--- src/rtl/sha256_pkg.sv ---
// sha256_pkg: shared SHA-256 constants, round/schedule functions and FSM state type.
// Contents: state_e FSM encoding, IV default initial hash (H0 in [31:0]),
// K round-constant table, ror/big_s0/big_s1/sm_s0/sm_s1/ch/maj helpers.
package sha256_pkg;
    typedef enum logic [2:0] {IDLE, LOAD, ROUND, FINAL, DONE} state_e;
    localparam logic [255:0] IV = 256'h5be0cd19_1f83d9ab_9b05688c_510e527f_a54ff53a_3c6ef372_bb67ae85_6a09e667;
    localparam logic [31:0] K [0:63] = '{
        32'h428a2f98, 32'h71374491, 32'hb5c0fbcf, 32'he9b5dba5, 32'h3956c25b, 32'h59f111f1, 32'h923f82a4, 32'hab1c5ed5,
        32'hd807aa98, 32'h12835b01, 32'h243185be, 32'h550c7dc3, 32'h72be5d74, 32'h80deb1fe, 32'h9bdc06a7, 32'hc19bf174,
        32'he49b69c1, 32'hefbe4786, 32'h0fc19dc6, 32'h240ca1cc, 32'h2de92c6f, 32'h4a7484aa, 32'h5cb0a9dc, 32'h76f988da,
        32'h983e5152, 32'ha831c66d, 32'hb00327c8, 32'hbf597fc7, 32'hc6e00bf3, 32'hd5a79147, 32'h06ca6351, 32'h14292967,
        32'h27b70a85, 32'h2e1b2138, 32'h4d2c6dfc, 32'h53380d13, 32'h650a7354, 32'h766a0abb, 32'h81c2c92e, 32'h92722c85,
        32'ha2bfe8a1, 32'ha81a664b, 32'hc24b8b70, 32'hc76c51a3, 32'hd192e819, 32'hd6990624, 32'hf40e3585, 32'h106aa070,
        32'h19a4c116, 32'h1e376c08, 32'h2748774c, 32'h34b0bcb5, 32'h391c0cb3, 32'h4ed8aa4a, 32'h5b9cca4f, 32'h682e6ff3,
        32'h748f82ee, 32'h78a5636f, 32'h84c87814, 32'h8cc70208, 32'h90befffa, 32'ha4506ceb, 32'hbef9a3f7, 32'hc67178f2
    };
    function automatic logic [31:0] ror(input logic [31:0] x, input int n);
        return (x >> n) | (x << (32 - n));
    endfunction
    function automatic logic [31:0] big_s0(input logic [31:0] x);
        return ror(x, 2) ^ ror(x, 13) ^ ror(x, 22);
    endfunction
    function automatic logic [31:0] big_s1(input logic [31:0] x);
        return ror(x, 6) ^ ror(x, 11) ^ ror(x, 25);
    endfunction
    function automatic logic [31:0] sm_s0(input logic [31:0] x);
        return ror(x, 7) ^ ror(x, 18) ^ (x >> 3);
    endfunction
    function automatic logic [31:0] sm_s1(input logic [31:0] x);
        return ror(x, 17) ^ ror(x, 19) ^ (x >> 10);
    endfunction
    function automatic logic [31:0] ch(input logic [31:0] e, input logic [31:0] f, input logic [31:0] g);
        return (e & f) ^ (~e & g);
    endfunction
    function automatic logic [31:0] maj(input logic [31:0] a, input logic [31:0] b, input logic [31:0] c);
        return (a & b) ^ (a & c) ^ (b & c);
    endfunction
endpackage

--- src/rtl/sha256_msg_sched.sv ---
// sha256_msg_sched: 16-word sliding message-schedule window, one word per round.
// Ports: clk; load_i latches data_i (word t at [32t +: 32]); advance_i shifts the
// window by one word; w_o is W[t] for the current round.
module sha256_msg_sched (
    input  logic         clk,
    input  logic         load_i,
    input  logic         advance_i,
    input  logic [511:0] data_i,
    output logic [31:0]  w_o
);
    import sha256_pkg::*;
    logic [15:0][31:0] win_q;
    logic [31:0]       w_new;
    // win_q[0] holds W[t]; the appended word is W[t+16], valid for every t
    assign w_new = sm_s1(win_q[14]) + win_q[9] + sm_s0(win_q[1]) + win_q[0];
    assign w_o   = win_q[0];
    always_ff @(posedge clk) begin
        if (load_i) win_q <= data_i;
        else if (advance_i) win_q <= {w_new, win_q[15:1]};
    end
endmodule

--- src/rtl/sha256_core.sv ---
// sha256_core: iterative single-block SHA-256 compression, one round per clock.
// Ports: clk; reset (sync, active-high); start_i requests a hash of data_in_i
// (sampled in IDLE/DONE); data_out_o digest with H0 in [31:0]; done_o level
// held until next accepted start; busy_o high during LOAD/ROUND/FINAL.
module sha256_core #(
    parameter logic [255:0] INIT_H = sha256_pkg::IV
) (
    input  logic         clk,
    input  logic         reset,
    input  logic         start_i,
    input  logic [511:0] data_in_i,
    output logic [255:0] data_out_o,
    output logic         done_o,
    output logic         busy_o
);
    import sha256_pkg::*;
    state_e            state_q;
    logic [5:0]        t_q;
    logic [7:0][31:0]  v_q, v_d;
    logic [255:0]      data_out_q;
    logic              done_q, busy_q;
    logic [31:0]       w, t1, t2;
    sha256_msg_sched u_sched (
        .clk       (clk),
        .load_i    (state_q == LOAD),
        .advance_i (state_q == ROUND),
        .data_i    (data_in_i),
        .w_o       (w)
    );
    // v_q[0..7] = a..h
    assign t1  = v_q[7] + big_s1(v_q[4]) + ch(v_q[4], v_q[5], v_q[6]) + K[t_q] + w;
    assign t2  = big_s0(v_q[0]) + maj(v_q[0], v_q[1], v_q[2]);
    assign v_d = {v_q[6:4], 32'(v_q[3] + t1), v_q[2:0], 32'(t1 + t2)};
    always_ff @(posedge clk) begin
        if (reset) begin
            state_q    <= IDLE;
            t_q        <= '0;
            data_out_q <= '0;
            done_q     <= 1'b0;
            busy_q     <= 1'b0;
        end else begin
            case (state_q)
                IDLE, DONE: if (start_i) begin
                    state_q <= LOAD;
                    done_q  <= 1'b0;
                    busy_q  <= 1'b1;
                end
                LOAD: begin
                    v_q     <= INIT_H;
                    t_q     <= '0;
                    state_q <= ROUND;
                end
                ROUND: begin
                    v_q <= v_d;
                    t_q <= t_q + 6'd1;
                    if (t_q == 6'd63) state_q <= FINAL;
                end
                FINAL: begin
                    for (int i = 0; i < 8; i++) data_out_q[32*i +: 32] <= INIT_H[32*i +: 32] + v_q[i];
                    done_q  <= 1'b1;
                    busy_q  <= 1'b0;
                    state_q <= DONE;
                end
                default: state_q <= IDLE;
            endcase
        end
    end
    assign data_out_o = data_out_q;
    assign done_o     = done_q;
    assign busy_o     = busy_q;
endmodule
--- config.mk ---
export PLATFORM = sky130hd
export DESIGN_NAME = sha256_core
export DESIGN_NICKNAME = d
export VERILOG_FILES = /design/src/rtl/sha256_pkg.sv /design/src/rtl/sha256_msg_sched.sv /design/src/rtl/sha256_core.sv
export SDC_FILE = /design/constraint.sdc
export NUM_CORES = 2
export LEC_CHECK = 0
export ABC_AREA = 1
export CORE_UTILIZATION = 40
export CTS_BUF_LIST = sky130_fd_sc_hd__clkbuf_16
export DETAILED_ROUTE_END_ITERATION = 8
export PLACE_DENSITY = 0.66
export REMOVE_ABC_BUFFERS = 1
export SKIP_LAST_GASP = 1
export SYNTH_ARGS = -nofsm -noshare
export SYNTH_HDL_FRONTEND = slang
export SYNTH_SLANG_ARGS = --single-unit
export TNS_END_PERCENT = 30
--- constraint.sdc ---
create_clock -name clk -period 60.8 [get_ports clk]
set_input_delay 12.16 -clock clk [delete_from_list [all_inputs] [get_ports clk]]
set_output_delay 12.16 -clock clk [all_outputs]
set_load 0.05 [all_outputs]
==> flow_metrics.py <==
metrics = {
    "critical_path": {
        "cp-start-kind": "input port",
        "required_ns": 61.14,
        "crit_path_top_delay_cell": "nor2_4",
        "cp_common_cell": "buf_4",
        "critical_path_class": "in -> reg",
        "crit_path_end_kind": "flop",
        "cp_slowest_stage_delay_ns": 0.92,
        "crit_fanout": 64,
        "path_cells": "buf_4 > buf_4 > nor2_4 > buf_4",
        "crit_arrival_ns": 14.83,
    },
    "timing": {
        "worst_pin_slew_ns": 1.13,
        "fin_tns_setup_ns": 0,
        "min_period_over_period_pct": 23.8,
        "relSlewSlack_pct": 24.5,
        "hold_violations": 0,
        "fmax_ghz": 0.0690,
        "setup_viol": 0,
        "rsz0062_at_grt": "false",
        "period_minus_slack_ns": 14.49,
        "slew_violations": 0,
        "fin_skew_ns": 0.0671,
    },
    "clock_tree": {
        "clockBufferDepth": 3,
        "cts_max_level": 3,
        "postCtsSetupRepairBufs": 0,
        "clk_pin_slew_ns": 0.05,
        "clkLatencyLatePin_ns": 0.78,
        "cts.sinks": 1035,
        "cts_made_buffers": 116,
        "cts_hold_buf": 0,
        "cts_tree": "yes",
        "cts_root_buf": "clkbuf_16",
        "cts_resized": 0,
    },
    "synth": {
        "synth_top_area_share_pct": 35.4,
        "ys_seq_elements": 1035,
        "synth.area.top_cells": "edfxtp_1 35%, nand2_1 14%, dfxtp_1 8.2%, inv_1 5.8%, fa_1 5.8%",
        "netlist_area_um2": 65100,
        "synth.largest_area_cell": "edfxtp_1",
        "synthFlopType": "edfxtp_1",
        "post_synth_inst_count": 8150,
        "yosysMostFrequentCell": "nand2_1",
        "async_flop_share_pct": 0,
        "yosysSeqAreaShare_pct": 43.6,
        "yosys_warnings": 0,
        "synth_edf_count": 768,
        "synth.cells.most_frequent": "2508 x nand2_1, 1002 x inv_1, 768 x edfxtp_1",
        "synthDistinctLibCells": 68,
        "syn_area_per_cell_um2": 7.99,
    },
    "die": {
        "die_w_um": 405,
        "dieArea_um2": 164000,
        "rows": 147,
        "coreArea_um2": 161000,
        "initial_utilization_pct": 40.4,
        "io_pins": 773,
        "die_y_um": 405,
    },
    "drt": {
        "wl_per_cell_um": 23.4,
        "wirelength_um": 258000,
        "drt-pass1-iter-count": 6,
        "drtAntennaViolNets": 0,
        "drt_iter0_markers": 6442,
        "vias_per_cell": 5.33,
        "drcViolationCount": 0,
        "vias": 58800,
    },
    "global_route": {
        "grt_overflow": 0,
        "grt_usage_pct": 30.8,
        "grt_use_met3_pct": 5.02,
        "grt_busiest_layer": "met2",
        "antenna_found_initial": 29,
        "grt_first_pass_wirelength_um": 373000,
        "grt_pass1_vias": 56500,
        "met1_usage_pct": 40.8,
        "grt_util_met2_pct": 50.3,
        "grt_max_degree": 191,
    },
    "place": {
        "port_buffers": 772,
        "place.gp.congestion": 1.02,
        "dp_hpwl_um": 202000,
    },
    "worst_hold_path": {
        "hp-class": "reg -> reg",
    },
    "final_layout": {
        "area.growth.synth_to_final_pct": 20.1,
        "drive_gt1_share_pct": 4.10,
        "num-nets-final": 9599,
    },
    "run_status": {
        "status": "completed",
    },
    "flow_run": {
        "maxCapViolCount": 0,
    },
}
==> state kept, by name, summed over array words and instances, names as in the netlist <==
signal,count
t_q,6
u_sched.win_q,480
v_d,192
done_o,1
busy_o,1
v_q,64
u_sched.w_o,32
data_out_o,256
state_q,3
==> logic make-up (layout without fill, tap and decap cells) <==
kind of cell	count (synthesis)	in the layout	synth area share [%]
compound gates	1218	1218	10.7
xor+xnor	363	363	4.90
flops	1035	1035	43.6
buf+inv	1369	2067	8.37
other cells	0	17	0
simple gates	3828	3828	23.8
fa+ha+maj	337	337	8.63
==> area by class of cell <==
class	count	area, um^2
tap	2160	2700
timing repair buffer	816	8110
sequential	1035	28400
multi-input combinational	5746	31300
clock buffer	123	3080
clock inverter	96	706
antenna	17	42.5
inverter	1032	3880
fill	16000	82900
==> worst max-delay path: cells and delay by family <==
kind          cells  cell delay, ns
buf+inv           3            1.54
simple gates      1            0.92
==> cells in the final DEF (no fill, tap or decap), drive strengths merged, types with 11 or more instances in the layout <==
cell / instances
o21bai: 18
nand2: 2534
o21a: 15
inv: 1071
o221ai: 29
o22ai: 15
edfxtp: 768
nand4: 64
clkinv: 50
nor3: 72
ha: 150
nor2: 760
diode: 17
nor4: 17
dfxtp: 267
o31ai: 11
a21oi: 380
xor2: 220
fa: 187
nand3: 334
or2: 28
clkdlybuf4s50: 771
a31oi: 68
o211ai: 84
a211oi: 11
o21ai: 514
buf: 45
xnor2: 143
nand3b: 11
a21o: 27
clkbuf: 123
==> path summary, 6_finish.rpt <==
check | start | end | slack [ns] | cells past startpoint
hold / removal | busy_o | busy_o | 0.47 | 2
hold reg to reg | busy_o | busy_o | 0.47 | 2
setup reg to reg | t_q[0] | v_d[58] | 51.91 | 39
setup / recovery | reset | v_d[228] | 46.31 | 4
==> routing by layer <==
| metal | part of all wire (%) | wire (um) | up-vias |
|---|---|---|---|
| met5 | 0.062 | 159 | - |
| met1 | 42 | 108000 | 28100 |
| met4 | 3.9 | 10100 | 16 |
| met2 | 47 | 121000 | 2581 |
| met3 | 7.6 | 19700 | 431 |
| li1 | - | - | 27600 |
==> per-stage QoR <==
step	setup slack [ns]	area (um^2)	util, %	hold slack, ns	cells
CTS	46.41	78200	48.5	0.473	11000
global placement	45.69	74400	46.2	0.463	10800
finish	46.31	78200	48.5	0.470	11000
global route	46.22	78200	48.5	0.485	11000
floorplan	2.11	63500	-	0.465	7813
detailed placement	45.61	74400	46.2	0.462	10800
Power is not shown: default switching activity piles up to over one toggle a cycle in this logic, so the estimate is an artifact.
